File: config.mk
export PLATFORM = sky130hd
export DESIGN_NAME = countdown_10000_flat
export DESIGN_NICKNAME = d
export VERILOG_FILES = /design/src/rtl/countdown_pkg.sv /design/src/rtl/countdown_if.sv /design/src/rtl/countdown_fnd_scan.sv /design/src/rtl/countdown_10000.sv /design/src/flat_wrapper.sv
export SDC_FILE = /design/constraint.sdc
export NUM_CORES = 1
export LEC_CHECK = 0
export ABC_CLOCK_PERIOD_IN_PS = 2650
export BUFFER_PORTS_ARGS = -buffer_cell sky130_fd_sc_hd__clkbuf_2
export CAP_MARGIN = 20
export CORE_ASPECT_RATIO = 1.1
export CORE_MARGIN = 5
export CORE_UTILIZATION = 55
export DETAILED_ROUTE_END_ITERATION = 10
export PLACE_DENSITY = 0.85
export SLEW_MARGIN = 20
export SYNTH_ARGS = -nofsm -noshare
export SYNTH_HDL_FRONTEND = slang
export SYNTH_SLANG_ARGS = --single-unit
File: constraint.sdc
create_clock -name clk -period 2.65 [get_ports clk]
set_input_delay 0.6625 -clock clk [delete_from_list [all_inputs] [get_ports clk]]
set_output_delay 0.6625 -clock clk [all_outputs]
set_load 0.01 [all_outputs]
File: src/rtl/countdown_pkg.sv
// Shared types, segment table and BCD helpers for the four-digit countdown timer.
package countdown_pkg;

    typedef enum logic [1:0] {
        IDLE  = 2'd0,
        RUN   = 2'd1,
        PAUSE = 2'd2,
        DONE  = 2'd3
    } state_t;

    // Active-low {dp,g,f,e,d,c,b,a}; dp is off in every entry.
    localparam logic [7:0] SEG_CODE [10] = '{
        8'hC0, 8'hF9, 8'hA4, 8'hB0, 8'h99,
        8'h92, 8'h82, 8'hF8, 8'h80, 8'h90
    };

    function automatic logic [7:0] seg_of(input logic [3:0] d);
        if (d > 4'd9) return 8'hFF;
        return SEG_CODE[d];
    endfunction

    function automatic logic [15:0] bcd_clamp(input logic [15:0] v);
        logic [15:0] r;
        r = v;
        for (int i = 0; i < 4; i++) begin
            if (v[4*i +: 4] > 4'd9) r[4*i +: 4] = 4'd9;
        end
        return r;
    endfunction

    // Saturates at 0000 so a stray call can never wrap to 9999.
    function automatic logic [15:0] bcd_dec(input logic [15:0] v);
        logic [15:0] r;
        logic        borrow;
        r      = v;
        borrow = (v != 16'h0000);
        for (int i = 0; i < 4; i++) begin
            if (borrow) begin
                if (r[4*i +: 4] == 4'd0) begin
                    r[4*i +: 4] = 4'd9;
                end else begin
                    r[4*i +: 4] = r[4*i +: 4] - 4'd1;
                    borrow      = 1'b0;
                end
            end
        end
        return r;
    endfunction

endpackage

File: src/rtl/countdown_if.sv
// Control and display bundle between the board top level and the countdown timer.
interface countdown_if;
    logic        run_stop;
    logic        clear;
    logic        load;
    logic [15:0] load_val;
    logic [15:0] bcd;
    logic        done;
    logic [7:0]  seg;
    logic [3:0]  seg_com;

    modport master (
        output run_stop, clear, load, load_val,
        input  bcd, done, seg, seg_com
    );

    modport slave (
        input  run_stop, clear, load, load_val,
        output bcd, done, seg, seg_com
    );
endinterface

File: src/rtl/countdown_fnd_scan.sv
// Multiplexed common-anode 7-segment driver: one digit per scan period, registered outputs.
module countdown_fnd_scan #(
    parameter int SCAN_DIV = 100_000
) (
    input  logic        clk,
    input  logic        rst,
    input  logic [15:0] bcd,
    input  logic        dp_en,
    input  logic        blank,
    output logic [7:0]  seg,
    output logic [3:0]  seg_com
);
    import countdown_pkg::*;

    localparam int SC_W = (SCAN_DIV > 1) ? $clog2(SCAN_DIV) : 1;

    logic [SC_W-1:0] scan_cnt;
    logic [1:0]      idx;
    logic [3:0]      digit;
    logic [7:0]      code;

    always_comb begin
        digit = bcd[{idx, 2'b00} +: 4];
        code  = seg_of(digit);
        if (dp_en && idx == 2'd1) code = code & 8'h7F;
    end

    always_ff @(posedge clk or negedge rst) begin
        if (!rst) begin
            scan_cnt <= SC_W'(SCAN_DIV - 1);
            idx      <= 2'd0;
            seg      <= 8'hFF;
            seg_com  <= 4'b1111;
        end else begin
            if (scan_cnt == '0) begin
                scan_cnt <= SC_W'(SCAN_DIV - 1);
                idx      <= idx + 2'd1;
            end else begin
                scan_cnt <= scan_cnt - SC_W'(1);
            end
            seg     <= blank ? 8'hFF : code;
            seg_com <= ~(4'b0001 << idx);
        end
    end

endmodule

File: src/rtl/countdown_10000.sv
// Four-digit BCD countdown timer with internal tick enable, completion flag and blinking display.
//   state | meaning
//   IDLE  | stopped, bcd holds reload value; load accepted
//   RUN   | decrementing once per tick
//   PAUSE | stopped mid-count; prescaler keeps the partial tick
//   DONE  | reached 0000; display blinks until clear
module countdown_10000 #(
    parameter int          CLK_HZ  = 100_000_000,
    parameter int          TICK_HZ = 10,
    parameter int          SCAN_HZ = 1000,
    parameter logic [15:0] PRESET  = 16'h9999
) (
    input logic       clk,
    input logic       rst,
    countdown_if.slave bus
);
    import countdown_pkg::*;

    localparam int TICK_DIV = CLK_HZ / TICK_HZ;
    localparam int SCAN_DIV = CLK_HZ / SCAN_HZ;
    localparam int PS_W     = (TICK_DIV > 1) ? $clog2(TICK_DIV) : 1;
    localparam logic [2:0] BLINK_LAST = 3'd4;

    state_t          state, next_state;
    logic [15:0]     bcd_q, bcd_next;
    logic [15:0]     reload_q, reload_next;
    logic [15:0]     dec_val;
    logic            done_q;
    logic [PS_W-1:0] ps;
    logic            ps_clr;
    logic            advancing;
    logic            tick;
    logic [2:0]      blink_cnt;
    logic            blink_off;
    logic [7:0]      seg_w;
    logic [3:0]      seg_com_w;

    assign advancing = (state == RUN) || (state == DONE);
    assign tick      = advancing && (ps == PS_W'(TICK_DIV - 1));

    always_ff @(posedge clk or negedge rst) begin
        if (!rst) begin
            state    <= IDLE;
            bcd_q    <= PRESET;
            reload_q <= PRESET;
            done_q   <= 1'b0;
        end else begin
            state    <= next_state;
            bcd_q    <= bcd_next;
            reload_q <= reload_next;
            done_q   <= (next_state == DONE);
        end
    end

    always_comb begin
        next_state  = state;
        bcd_next    = bcd_q;
        reload_next = reload_q;
        ps_clr      = 1'b0;
        dec_val     = bcd_dec(bcd_q);
        if (bus.clear) begin
            next_state = IDLE;
            bcd_next   = reload_q;
            ps_clr     = 1'b1;
        end else if (bus.load && state == IDLE) begin
            reload_next = bcd_clamp(bus.load_val);
            bcd_next    = bcd_clamp(bus.load_val);
            ps_clr      = 1'b1;
        end else begin
            case (state)
                IDLE: begin
                    if (bus.run_stop) next_state = (bcd_q == 16'h0000) ? DONE : RUN;
                end
                RUN: begin
                    if (bus.run_stop) next_state = PAUSE;
                    // Reaching zero wins over a simultaneous pause so the count never sits at 0000 outside DONE.
                    if (tick) begin
                        bcd_next = dec_val;
                        if (dec_val == 16'h0000) next_state = DONE;
                    end
                end
                PAUSE: begin
                    if (bus.run_stop) next_state = RUN;
                end
                DONE: begin
                    next_state = DONE;
                end
                default: next_state = IDLE;
            endcase
        end
    end

    always_ff @(posedge clk or negedge rst) begin
        if (!rst) begin
            ps <= '0;
        end else if (ps_clr) begin
            ps <= '0;
        end else if (advancing) begin
            ps <= tick ? '0 : ps + PS_W'(1);
        end
    end

    // Five ticks per half-period of the completion blink; lit half first.
    always_ff @(posedge clk or negedge rst) begin
        if (!rst) begin
            blink_cnt <= BLINK_LAST;
            blink_off <= 1'b0;
        end else if (next_state == DONE && state != DONE) begin
            blink_cnt <= BLINK_LAST;
            blink_off <= 1'b0;
        end else if (state == DONE && tick) begin
            if (blink_cnt == 3'd0) begin
                blink_cnt <= BLINK_LAST;
                blink_off <= ~blink_off;
            end else begin
                blink_cnt <= blink_cnt - 3'd1;
            end
        end
    end

    countdown_fnd_scan #(
        .SCAN_DIV (SCAN_DIV)
    ) u_scan (
        .clk     (clk),
        .rst     (rst),
        .bcd     (bcd_q),
        .dp_en   (1'b1),
        .blank   ((state == DONE) && blink_off),
        .seg     (seg_w),
        .seg_com (seg_com_w)
    );

    assign bus.bcd     = bcd_q;
    assign bus.done    = done_q;
    assign bus.seg     = seg_w;
    assign bus.seg_com = seg_com_w;

endmodule

File: src/flat_wrapper.sv
// flat-port wrapper written by rule: the top's interface ports become plain ports
module countdown_10000_flat import countdown_pkg::*;
#(
    parameter int          CLK_HZ  = 100_000_000,
    parameter int          TICK_HZ = 10,
    parameter int          SCAN_HZ = 1000,
    parameter logic [15:0] PRESET  = 16'h9999
)
  (clk, rst, bus_run_stop, bus_clear, bus_load, bus_load_val, bus_bcd, bus_done, bus_seg, bus_seg_com);
  countdown_if bus_i ();
  input logic clk;
  input logic rst;
  input wire logic [$bits(bus_i.run_stop)-1:0] bus_run_stop;
  input wire logic [$bits(bus_i.clear)-1:0] bus_clear;
  input wire logic [$bits(bus_i.load)-1:0] bus_load;
  input wire logic [$bits(bus_i.load_val)-1:0] bus_load_val;
  output wire logic [$bits(bus_i.bcd)-1:0] bus_bcd;
  output wire logic [$bits(bus_i.done)-1:0] bus_done;
  output wire logic [$bits(bus_i.seg)-1:0] bus_seg;
  output wire logic [$bits(bus_i.seg_com)-1:0] bus_seg_com;
  assign bus_i.run_stop = bus_run_stop;
  assign bus_i.clear = bus_clear;
  assign bus_i.load = bus_load;
  assign bus_i.load_val = bus_load_val;
  assign bus_bcd = bus_i.bcd;
  assign bus_done = bus_i.done;
  assign bus_seg = bus_i.seg;
  assign bus_seg_com = bus_i.seg_com;
  countdown_10000 #(.CLK_HZ(CLK_HZ), .TICK_HZ(TICK_HZ), .SCAN_HZ(SCAN_HZ), .PRESET(PRESET)) u_core (.clk(clk), .rst(rst), .bus(bus_i));
endmodule
Word-level counts from Yosys, hierarchy flattened

Memories as Yosys holds them, arrays and structs flattened.
Cells that the tools add are included.

Register bits after elaboration: 94
Memory bits (read-only): 128
Input bits: 21
Output and inout port bits: 29
Logic and storage cells: 113
Memories: 1

Memory list:

| memory           | words | width | read ports | clocked after memory_dff | wr ports | line                | text |
|---|---|---|---|---|---|---|---|
| (name not given) | 16    | 8     | 1          | 0                        | 0        | countdown_pkg.sv:19 | `return SEG_CODE[d];` |

Add/subtract/negate cells: 8
$lt $le $gt $ge: 6
Equal/unequal tests: 7
Shifts and indexed selects: 2
Muxes and demuxes: 50
Bitwise gates (word level): 4
Reductions and logical operators: 24

Operators with widths:

| cell                  | number |
|---|---|
| $mux 24               | 3 |
| $mux 16               | 4 |
| $mux 4                | 12 |
| $mux 8                | 6 |
| $logic_not 16->1      | 2 |
| $add 24x1->24 const B | 1 |
| $eq 24x24->1 const B  | 1 |
| $gt 4x4->1 const B    | 5 |
| $logic_not 17->1      | 1 |
| $mux 17               | 1 |
| $sub 17x1->17 const B | 1 |
| $logic_not 4->1       | 4 |
| $mux 2                | 8 |
| $reduce_bool 16->1    | 1 |
| $shiftx 16x5->4       | 1 |
| $sub 4x1->4 const B   | 4 |
| $mux 1                | 12 |
| $mux 3                | 3 |
| $pmux 2 s4            | 1 |
| $eq 2x2->1 const B    | 3 |
| $reduce_and 2->1      | 3 |
| $reduce_bool 2->1     | 3 |
| $reduce_bool 3->1     | 2 |
| $ge 5x5->1 const B    | 1 |
| other kinds (12)      | 18 |

Logic depth before layout (Yosys ltp)

Gate-level depths: netlist (run 1).

Word-level depth: 16
Depth in mapped cells: 8
Mapped depth without buffers: 8

Modules after synthesis

A second synthesis (run 1) with hierarchy kept.

Cells, all modules: 540
Area, all modules: 5,243.8 µm²

By module, submodules not included:

| module             | instances | cells an instance | area each (µm²) | seq. area each (µm²) |
|---|---|---|---|---|
| countdown_10000    | 1         | 397               | 3,614.7         | 1,597.8 |
| countdown_fnd_scan | 1         | 143               | 1,629.1         | 803.3 |

Worst setup path before layout (run 1)

OpenSTA, ideal clock, no wires.

Path type: register to register
Start: register u_core.bcd_q[5] (netlist: u_core.bus.bcd[5])
End: register u_core.blink_off
Setup time: 0.121 ns
Arrival: 2.351 ns
Required time: 2.529 ns
Setup slack: 0.178 ns
Stages on the path, launching flop included: 8
Path buffers: 1
Clock period less this slack: 2.472 ns
Cells stage by stage: dfrtp_1 > buf_4 > or4_4 > or4_4 > a2111oi_4 > o2111ai_2 > a21boi_2 > nor2_1

Longest elaborated chain between the ends: 15
Elaborated cells between the ends (all ways): 27
Those cells by class: add/sub: 1; eq/ne: 1; mux: 17; reduce/logical: 8

RTL lines:

| item                                                         | line                                     | text |
|---|---|---|
| start, declared                                              | countdown_10000.sv:25                    | `logic [15:0] bcd_q, bcd_next;` |
| start signal, assigned                                       | countdown_10000.sv:49                    | `bcd_q <= bcd_next;` |
| $reduce_bool 16->1 / $logic_not 4->1 (equally long branches) | countdown_pkg.sv:36, countdown_pkg.sv:39 |  |
| $mux 1, on equally long branches                             | countdown_pkg.sv:38, countdown_pkg.sv:39 |  |
| $mux 1 (2 in a row)                                          | countdown_pkg.sv:38                      | `if (borrow) begin` |
| $mux 4                                                       | countdown_pkg.sv:38                      |  |
| $logic_not 16->1                                             | countdown_10000.sv:79                    | `if (dec_val == 16'h0000) next_state = DONE;` |
| $mux 2                                                       | countdown_10000.sv:79                    |  |
| $mux 2                                                       | countdown_10000.sv:77                    | `if (tick) begin` |
| $pmux 2 s4 *                                                 | countdown_10000.sv:70                    | `case (state)` |
| $mux 2 *                                                     | countdown_10000.sv:65                    | `end else if (bus.load && state == IDLE) begin` |
| $mux 2 *                                                     | countdown_10000.sv:61                    | `if (bus.clear) begin` |
| $eq 2x2->1 *                                                 | countdown_10000.sv:108                   | `end else if (next_state == DONE && state != DONE) begin` |
| $logic_and 1x1->1 *                                          | countdown_10000.sv:108                   |  |
| $reduce_bool 2->1 (no source line)                           | --                                       |  |
| $reduce_and 2->1 (no source line)                            | --                                       |  |
| end signal, assigned                                         | countdown_10000.sv:114                   | `blink_off <= ~blink_off;` |
| end, declared                                                | countdown_10000.sv:34                    | `logic blink_off;` |

Every way passes the cells marked *; elsewhere a longest branch is shown, timed or not.
A chain may end at the register's enable or synchronous reset.

Final worst setup path (run 1)

Start: register u_core.bcd_q[5] (netlist: u_core.bus.bcd[5])
End: register u_core.blink_cnt[2]

Longest elaborated chain between the ends: 14
Elaborated cells between the ends (all ways): 25
Those cells by class: add/sub: 1; eq/ne: 1; mux: 17; reduce/logical: 6

RTL lines:

| item                                                         | line                                     | text |
|---|---|---|
| $reduce_bool 16->1 / $logic_not 4->1 (equally long branches) | countdown_pkg.sv:36, countdown_pkg.sv:39 |  |
| $mux 1, on equally long branches                             | countdown_pkg.sv:38, countdown_pkg.sv:39 |  |
| $mux 1 (2 in a row)                                          | countdown_pkg.sv:38                      |  |
| $mux 4                                                       | countdown_pkg.sv:38                      |  |
| $logic_not 16->1                                             | countdown_10000.sv:79                    |  |
| $mux 2                                                       | countdown_10000.sv:79                    |  |
| $mux 2                                                       | countdown_10000.sv:77                    |  |
| $pmux 2 s4 *                                                 | countdown_10000.sv:70                    |  |
| $mux 2 *                                                     | countdown_10000.sv:65                    |  |
| $mux 2 *                                                     | countdown_10000.sv:61                    |  |
| $eq 2x2->1 *                                                 | countdown_10000.sv:108                   |  |
| $logic_and 1x1->1 *                                          | countdown_10000.sv:108                   |  |
| $mux 3 / $reduce_bool 2->1 (equally long branches)           | --                                       |  |
| end signal, assigned                                         | countdown_10000.sv:116                   | `blink_cnt <= blink_cnt - 3'd1;` |
| end, declared                                                | countdown_10000.sv:33                    | `logic [2:0] blink_cnt;` |

Marks and branches as above.

==> results of run 1 <==
## state kept, by name (all words and copies together), names as in the netlist
name / flops
u_core.blink_cnt: 3
u_core.blink_off: 1
u_core.bus.bcd: 16
u_core.bus.done: 1
u_core.ps: 24
u_core.reload_q: 16
u_core.state: 2
u_core.u_scan.idx: 2
u_core.u_scan.scan_cnt: 17
u_core.u_scan.seg: 8
u_core.u_scan.seg_com: 4
## per-layer routing
metal  wire length (µm)  share of wire (%)  up-vias
met4                194                1.7        0
li1                   -                  -     2009
met3                625                5.4       21
met1               5180                 44     2075
met2               5670                 49      118
met5                  0                  0        -
## cell type report
type                    instances  area [µm²]
fillers                       711        3170
multi-input cells             383        2510
flip-flops and latches         94        2400
repair buffers                 79         485
well taps                     114         143
clock buffers                  13         139
inverters                      19        71.3
clock inverters                 3        45.0
## critical path: cells and delay by family, from the launching register on
family / cells / cell delay [ps]
flops: 1 / 390
compound gates: 3 / 760
simple gates: 3 / 1320
## repair_timing
item | CTS | global route
buffers inserted | 0 | 2
hold endpoints to repair | 0 | 0
setup endpoints to repair | 0 | 5
gates resized for setup | 0 | 1
## final timing paths
check	startpoint	endpoint	depth (start not counted)
setup / recovery	u_core.bus.bcd[5]	u_core.blink_cnt[2]	6
hold / removal	rst	u_core.bus.bcd[9]	1
setup reg to reg	u_core.bus.bcd[5]	u_core.blink_cnt[2]	6
hold reg to reg	u_core.u_scan.scan_cnt[0]	u_core.u_scan.scan_cnt[0]	1
max in group asynchronous	rst	u_core.u_scan.scan_cnt[16]	2
min in group clk	u_core.u_scan.scan_cnt[0]	u_core.u_scan.scan_cnt[0]	1
## cell families (layout without fill, tap and decap cells)
logic type               after synthesis  in the layout  share of synthesized area [%]
AO/OA/AOI/OAI                        106            106                           14.8
XOR/XNOR                              29             29                           5.00
adder cells (fa/ha/maj)               13             13                           3.20
buffers and inverters                 40            114                           3.45
flip-flops                            94             94                           47.2
multiplexers                           8              8                           2.66
AND/OR/NAND/NOR                      227            227                           23.7
## per-stage QoR
stage | setup TNS (ps) | hold WS [ps] | setup slack, ps | area [µm²]
after floorplan | 0 | 367 | 178 | 5080
after global placement | 0 | 434 | 227 | 5590
after detailed placement | 0 | 445 | 146 | 5590
after CTS | 0 | 271 | 127 | 5780
after global routing | -3.59 | 279 | -3.59 | 5800
final | 0 | 261 | 122 | 5800
## power by group
| part | total, mW | internal [mW] | leakage, nW | switching [mW] |
|---|---|---|---|---|
| logic | 0.750 | 0.322 | 1.29 | 0.428 |
| registers | 1.74 | 1.63 | 1.14 | 0.113 |
| clock network | 0.938 | 0.439 | 0.0839 | 0.499 |
## synth_stat cells, drive strengths merged (5+ instances only)
cell	count	share of area, %
nand2	58	4.3
nor2	53	4.1
inv	19	1.4
nor4	12	1.6
dfrtp	55	27
xor2	16	2.8
a21oi	17	1.7
o31ai	5	0.74
o21a	5	0.74
nand4	8	0.98
a22o	11	1.9
a22oi	9	1.3
nand3	20	2.0
buf	5	0.71
ha	13	3.2
nand2b	6	0.74
and3	5	0.64
o21ai	28	2.8
dfstp	39	20
clkbuf	15	1.1
or4	12	2.2
or3	11	1.4
xnor2	13	2.2
nor3	15	1.5
==> impl_metrics.csv, run 1 <==
group,metric,value,unit
outcome,status,"finished clean",
floorplanning,initial_utilization,56.7,%
cells_and_area,fin_cells,705,
sta,max_freq,396,MHz
detailed_routing,viasPerCell,5.99,
setup_path,cp-end-kind,"flip-flop",
floorplanning,dieArea,11300,µm²
detailed_routing,vias,4223,
synth,yosys_warnings,0,
cells_and_area,synthToLayoutAreaGrowth,14.1,%
clock_tree,h-tree-depth,3,
placed_design,dp.cells,687,
placed_design,gp_congestion,0.902,
power_and_ir_drop,p_leak,2.51,nW
detailed_routing,dr.pass1.iters,4,
setup_path,critical_path.max_fanout,5,
grt,grt_max_degree,57,
flow_run,maxCapViolations,0,
floorplanning,die_w,102,µm
floorplanning,rows,36,
sta,period_minus_slack,2530,ps
grt,grt_use_met2,34.6,%
sta,slew_viol_final,0,
grt,grt_antenna_before_repair,0,
detailed_routing,drt-initial-drc-count,216,
setup_path,r2r_slack,120,ps
setup_path,start_kind,"flip-flop",
synth,syn_inst,517,
grt,track_usage,22.0,%
cells_and_area,nets,620,
synth,synth-edff-count,0,
clock_tree,root_buffer,"clkbuf_8",
grt,gr-usage-met3,3.84,%
grt,grt_pass1_vias,4213,
setup_path,path_class,"flip-flop to flip-flop",
detailed_routing,final_antenna_net_count,0,
cells_and_area,antenna_cells,0,
clock_tree,cts_buffer_depth,2,
setup_path,required,2960,ps
cells_and_area,drive_gt1_share,26.6,%
setup_path,cp_cell_sequence,"or4_4 -> or4_4 -> a2111oi_4 -> o2111ai_2 -> a21boi_2 -> or3_1",
grt,grt_pass1_wl,20.2,mm
floorplanning,io_pins,50,
clock_tree,cts_tree,"yes",
placed_design,dp_hpwl,8.61,mm
sta,rsz0062_at_grt,"yes",
cells_and_area,final_cell_mix,"nand2_1, dfrtp_1, nor2_1",
grt,grt_busiest_layer,"met2",
sta,setup_viol,0,
floorplanning,core,8960,µm²
setup_path,slowest_stage,"or4_4",
sta,slew_headroom,63.7,%
setup_path,crit_path_frequent_cell,"or4_4",
synth,syn_area,5080,µm²
synth,synth-seq-area-share,47.2,%
sta,hold_viol,0,
sta,fin_skew,10.1,ps
detailed_routing,wl_per_cell,16.6,µm
setup_path,slowest_delay,610,ps
synth,syn_area_per_cell,9.83,µm²
synth,synth_seq_cells,94,
power_and_ir_drop,ir_drop,0.330,mV
clock_tree,path_clk_slew,90,ps
grt,gr-usage-met1,30.7,%
hold_path,hp-class,"input port to async pin",
clock_tree,clock-sinks,94,
cells_and_area,final_common_cell,"nand2_1",
power_and_ir_drop,power.density,592,nW/µm²
grt,grt-ovfl-total,0,
cells_and_area,fin_util,64.7,%
synth,ys.flop_type,"dfrtp_1",
clock_tree,hold_buffers,0,
floorplanning,die_h,111,µm
detailed_routing,drc_errors,0,
clock_tree,cts-buffers-inserted,9,
synth,ys_types,68,
clock_tree,clock_latency,360,ps
sta,worstMarginPinSlew,539,ps
setup_path,worstPathArrival,2840,ps
detailed_routing,routed_wl,11.7,mm
sta,fin_crit_sh,95.4,%
power_and_ir_drop,p_total,3.43,mW
placed_design,io_buffers,49,
synth,syn_nets,551,
synth,synthArstFlopShare,100,%
Power figures use the tool's default switching activity.
==> inputs of run 2 (changes only) <==
--- a/config.mk
+++ b/config.mk
@@ -8,11 +8,13 @@
 export ABC_CLOCK_PERIOD_IN_PS = 2650
 export BUFFER_PORTS_ARGS = -buffer_cell sky130_fd_sc_hd__clkbuf_2
 export CAP_MARGIN = 20
+export CELL_PAD_IN_SITES_DETAIL_PLACEMENT = 0
+export CELL_PAD_IN_SITES_GLOBAL_PLACEMENT = 1
 export CORE_ASPECT_RATIO = 1.1
 export CORE_MARGIN = 5
-export CORE_UTILIZATION = 55
+export CORE_UTILIZATION = 46
 export DETAILED_ROUTE_END_ITERATION = 10
-export PLACE_DENSITY = 0.85
+export PLACE_DENSITY = 0.89
 export SLEW_MARGIN = 20
 export SYNTH_ARGS = -nofsm -noshare
 export SYNTH_HDL_FRONTEND = slang
==> constraint.sdc (replaced) <==
create_clock -name clk -period 2.65 [get_ports clk]
set_input_delay 0.6625 -clock clk [delete_from_list [all_inputs] [get_ports clk]]
set_output_delay 0.6625 -clock clk [all_outputs]
set_load 0.005 [all_outputs]
==> impl_metrics.csv, run 2 (synthesis gave the netlist of run 1 again) <==
group,metric,value,unit
floorplanning,core,10900,µm²
setup_path,crit_buf_inv,0,
sta,rsz0062_at_grt,"no",
setup_path,crit_family,"simple AND/OR/NAND/NOR gates",
detailed_routing,dr.pass1.iters,4,
grt,grt_pass1_wl,19.5,mm
clock_tree,cts_buffer_depth,2,
floorplanning,dieArea,13300,µm²
cells_and_area,multi_input_area,2510,µm²
setup_path,critical_path.max_fanout,9,
setup_path,start_kind,"flip-flop",
grt,grt_max_degree,52,
clock_tree,h-tree-depth,3,
detailed_routing,drc_errors,0,
hold_path,hp-class,"input port to async pin",
sta,setup_viol,0,
placed_design,dp_slack,151,ps
clock_tree,path_clk_slew,70,ps
setup_path,cp_cell_sequence,"or4_4 -> or4_4 -> a2111oi_4 -> o2111ai_2 -> a21boi_2 -> or3_1",
setup_path,slowest_delay,600,ps
clock_tree,cts_setup_buffers,0,
cells_and_area,drive_gt1_share,27.1,%
sta,slew_viol_final,0,
placed_design,gp_congestion,0.851,
clock_tree,clock_latency,340,ps
setup_path,path_class,"flip-flop to flip-flop",
cells_and_area,antenna_cells,0,
power_and_ir_drop,power.density,630,nW/µm²
clock_tree,clock-sinks,94,
flow_run,maxCapViolations,0,
detailed_routing,final_antenna_net_count,0,
clock_tree,cts_tree,"yes",
detailed_routing,wl_per_cell,15.8,µm
outcome,status,"finished clean",
sta,fin_skew,9.97,ps
cells_and_area,final_common_cell,"nand2_1",
floorplanning,die_w,110,µm
grt,grt_pass1_vias,3951,
cells_and_area,largest_register_ffs,24,
cells_and_area,reg_top3,"u_core.ps x24, u_core.u_scan.scan_cnt x17",
sta,period_minus_slack,2530,ps
floorplanning,die_h,120,µm
placed_design,io_buffers,49,
clock_tree,cts-buffers-inserted,9,
sta,fin_crit_sh,95.3,%
cells_and_area,final_cell_mix,"nand2_1, dfrtp_1, nor2_1",
cells_and_area,nets,620,
power_and_ir_drop,ir_drop,0.356,mV
setup_path,cp-end-kind,"flip-flop",
setup_path,slowest_stage,"or4_4",
sta,hold_viol,0,
detailed_routing,vias,4143,
cells_and_area,seq_area,2400,µm²
grt,track_usage,18.5,%
floorplanning,initial_utilization,46.8,%
detailed_routing,routed_wl,11.7,mm
cells_and_area,n_fill_cell,994,
setup_path,crit_path_frequent_cell,"or4_4",
grt,grt-ovfl-total,0,
setup_path,worstPathArrival,2810,ps
cells_and_area,synthToLayoutAreaGrowth,17.2,%
detailed_routing,viasPerCell,5.61,
setup_path,required,2930,ps
sta,worst_slack,124,ps
power_and_ir_drop,p_leak,2.56,nW
placed_design,dp_hpwl,8.61,mm
cells_and_area,fin_util,54.9,%
sta,max_freq,396,MHz
sta,slew_headroom,62.5,%
floorplanning,rows,40,
clock_tree,root_buffer,"clkbuf_16",
floorplanning,io_pins,50,
sta,worstMarginPinSlew,563,ps
detailed_routing,drt-initial-drc-count,172,
grt,grt_antenna_before_repair,0,
cells_and_area,regMostFlops,"u_core.ps",
sta,setup-tns-final,0,ps
run 2: layout make-up:
cell class / count / share of cell area [%]
inverter: 19 / 1.20
clock inverter: 5 / 1.01
sequential: 94 / 40.3
timing repair buffer: 79 / 8.15
tap: 147 / 3.09
multi-input combinational: 383 / 42.2
clock buffer: 11 / 4.07
run 2: power by group:
| part | total (mW) | leakage [nW] | switching (mW) | internal (mW) |
|---|---|---|---|---|
| clock network | 1.30 | 0.134 | 0.546 | 0.757 |
| registers | 1.73 | 1.14 | 0.100 | 1.63 |
| logic | 0.718 | 1.29 | 0.399 | 0.320 |
run 2: through the flow:
| step | instance area [µm²] | total power [mW] | hold WS [ps] | std cells |
|---|---|---|---|---|
| final | 5960 | 3.75 | 318 | 738 |
| after detailed placement | 5650 | 2.47 | 438 | 722 |
| after global routing | 5960 | 3.97 | 366 | 738 |
| after CTS | 5950 | 3.78 | 335 | 738 |
| after floorplan | 5080 | 2.17 | 367 | 517 |
| after global placement | 5650 | 2.46 | 434 | 722 |
run 2: routing by layer:
layer / wire length [µm] / vias up / part of all wire (%) / global-route usage [%]
met3: 567 / 12 / 4.9 / 3.79
met4: 161 / 0 / 1.4 / 5.62
met2: 5500 / 89 / 47 / 28.5
met1: 5440 / 2026 / 47 / 26.4
li1: - / 2016 / - / -
met5: 0 / - / 0 / 0
run 2: final timing paths:
| path | from | endpoint | slack (ps) | cells past startpoint |
|---|---|---|---|---|
| max | u_core.bus.bcd[12] | u_core.blink_cnt[2] | 120 | 6 |
| min | rst | u_core.reload_q[10] | 320 | 1 |
| max reg2reg | u_core.bus.bcd[12] | u_core.blink_cnt[2] | 120 | 6 |
| min reg2reg | u_core.u_scan.scan_cnt[0] | u_core.u_scan.scan_cnt[0] | 450 | 1 |
| max in group asynchronous | rst | u_core.blink_cnt[2] | 1610 | 2 |
| min in group clk | u_core.u_scan.scan_cnt[0] | u_core.u_scan.scan_cnt[0] | 450 | 1 |
run 2: what timing repair did:
action	4_1_cts	5_1_grt
endpoints found under the setup margin	0	1
hold buffers	0	0
gates resized for setup	0	1
==> inputs of run 3 (changes only) <==
--- a/config.mk
+++ b/config.mk
@@ -14,7 +14,7 @@
 export CORE_MARGIN = 5
 export CORE_UTILIZATION = 46
 export DETAILED_ROUTE_END_ITERATION = 10
-export PLACE_DENSITY = 0.89
+export PLACE_DENSITY_LB_ADDON = 0.1
 export SLEW_MARGIN = 20
 export SYNTH_ARGS = -nofsm -noshare
 export SYNTH_HDL_FRONTEND = slang
==> impl_metrics.csv, run 3 (synthesis gave the netlist of run 1 again) <==
group,metric,value,unit
outcome,status,"finished clean",
floorplanning,dieArea,13300,µm²
sta,period_minus_slack,2540,ps
clock_tree,clock-sinks,94,
clock_tree,cts_setup_buffers,0,
cells_and_area,seq_area,2400,µm²
cells_and_area,largest_register_ffs,24,
sta,slew_headroom,58.2,%
placed_design,io_buffers,49,
cells_and_area,final_common_cell,"nand2_1",
clock_tree,cts_buffer_depth,2,
floorplanning,io_pins,50,
sta,rsz0062_at_grt,"no",
setup_path,critical_path.max_fanout,9,
placed_design,place_area,5620,µm²
sta,setup_viol,0,
cells_and_area,synthToLayoutAreaGrowth,17.7,%
clock_tree,cts-buffers-inserted,9,
sta,hold_viol,0,
detailed_routing,drt-initial-drc-count,178,
setup_path,reg2reg_to,"u_core.blink_cnt[2]",
cells_and_area,final_cell_mix,"nand2_1, dfrtp_1, nor2_1",
sta,setup-tns-final,0,ps
clock_tree,root_buffer,"clkbuf_16",
cells_and_area,multi_input_area,2520,µm²
grt,grt_pass1_wl,20.3,mm
setup_path,ff2ff_path_depth,6,
floorplanning,die_h,120,µm
power_and_ir_drop,ir_drop,0.283,mV
detailed_routing,dr.pass1.iters,4,
setup_path,start_kind,"flip-flop",
flow_run,maxCapViolations,0,
cells_and_area,n_fill_cell,977,
detailed_routing,drc_errors,0,
clock_tree,h-tree-depth,3,
cells_and_area,nets,616,
setup_path,worstSetupEndpoint,"u_core.blink_cnt[2]",
floorplanning,rows,40,
power_and_ir_drop,power.density,660,nW/µm²
setup_path,cp-end-kind,"flip-flop",
sta,fin_crit_sh,95.7,%
floorplanning,die_w,110,µm
placed_design,gp_congestion,0.844,
power_and_ir_drop,p_leak,2.57,nW
sta,slew_viol_final,0,
clock_tree,clock_latency,340,ps
grt,grt-ovfl-total,0,
detailed_routing,final_antenna_net_count,0,
clock_tree,ctsResizeCount,0,
floorplanning,initial_utilization,46.8,%
grt,track_usage,19.6,%
sta,fin_skew,5.65,ps
hold_path,hp-class,"input port to async pin",
setup_path,r2r-start,"u_core.bus.bcd[12]",
setup_path,worstPathArrival,2830,ps
cells_and_area,fin_cells,734,
setup_path,path_class,"flip-flop to flip-flop",
placed_design,dp.cells,718,
cells_and_area,reg_top3,"u_core.ps x24, u_core.u_scan.scan_cnt x17",
grt,grt_antenna_before_repair,0,
cells_and_area,antenna_cells,0,
detailed_routing,wl_per_cell,16.7,µm
clock_tree,path_clk_slew,70,ps
detailed_routing,routed_wl,12.3,mm
setup_path,r2r_slack,110,ps
cells_and_area,regMostFlops,"u_core.ps",
detailed_routing,vias,4126,
placed_design,dp_slack,135,ps
clock_tree,hold_buffers,0,
power_and_ir_drop,p_total,3.95,mW
grt,grt_pass1_vias,4122,
setup_path,crit_start,"u_core.bus.bcd[12]",
sta,max_freq,394,MHz
cells_and_area,drive_gt1_share,26.9,%
sta,worstMarginPinSlew,628,ps
detailed_routing,viasPerCell,5.62,
floorplanning,core,10900,µm²
cells_and_area,stdcell_area,5980,µm²
setup_path,required,2940,ps
clock_tree,cts_tree,"yes",
placed_design,dp_hpwl,9.20,mm
grt,grt_max_degree,49,
sta,worst_slack,113,ps
[run 3: cell type report]
class | count | area share, %
Multi-Input combinational cell | 383 | 42.1
Sequential cell | 94 | 40.1
Timing Repair Buffer | 75 | 7.61
Clock buffer | 12 | 4.64
Tap cell | 147 | 3.07
Clock inverter | 4 | 1.23
Inverter | 19 | 1.19
[run 3: worst min path at each step]
stage | to | slack, ps | cells past startpoint
after floorplan | u_core.blink_cnt[0] | 370 | 0
after global placement | u_core.u_scan.scan_cnt[0] | 430 | 1
after detailed placement | u_core.u_scan.scan_cnt[0] | 440 | 1
after CTS | u_core.reload_q[6] | 360 | 1
after global routing | u_core.reload_q[6] | 390 | 1
final | u_core.reload_q[6] | 330 | 1
[run 3: power breakdown]
group / switching (mW) / internal, mW
clock network: 0.562 / 0.937
logic: 0.396 / 0.313
registers: 0.110 / 1.63
total: 1.07 / 2.88
[run 3: layer usage]
metal	part of all wire, %	track usage (%)
met1	44	24.4
met2	51	34.1
met3	4.1	3.36
met4	1.8	6.16
met5	0	0
[run 3: critical path: stages, from the launching register on]
cell and delay (ps):
dfstp_2 420, or4_4 550, or4_4 610, a2111oi_4 350, o2111ai_2 210, a21boi_2 200
or3_1 140
[run 3: per-stage QoR]
| stage | hold slack (ps) | util [%] |
|---|---|---|
| final | 325 | 55.1 |
| after global routing | 393 | 55.1 |
| after CTS | 356 | 55.0 |
| after detailed placement | 440 | 51.7 |
| after global placement | 433 | 51.7 |
| after floorplan | 367 | - |
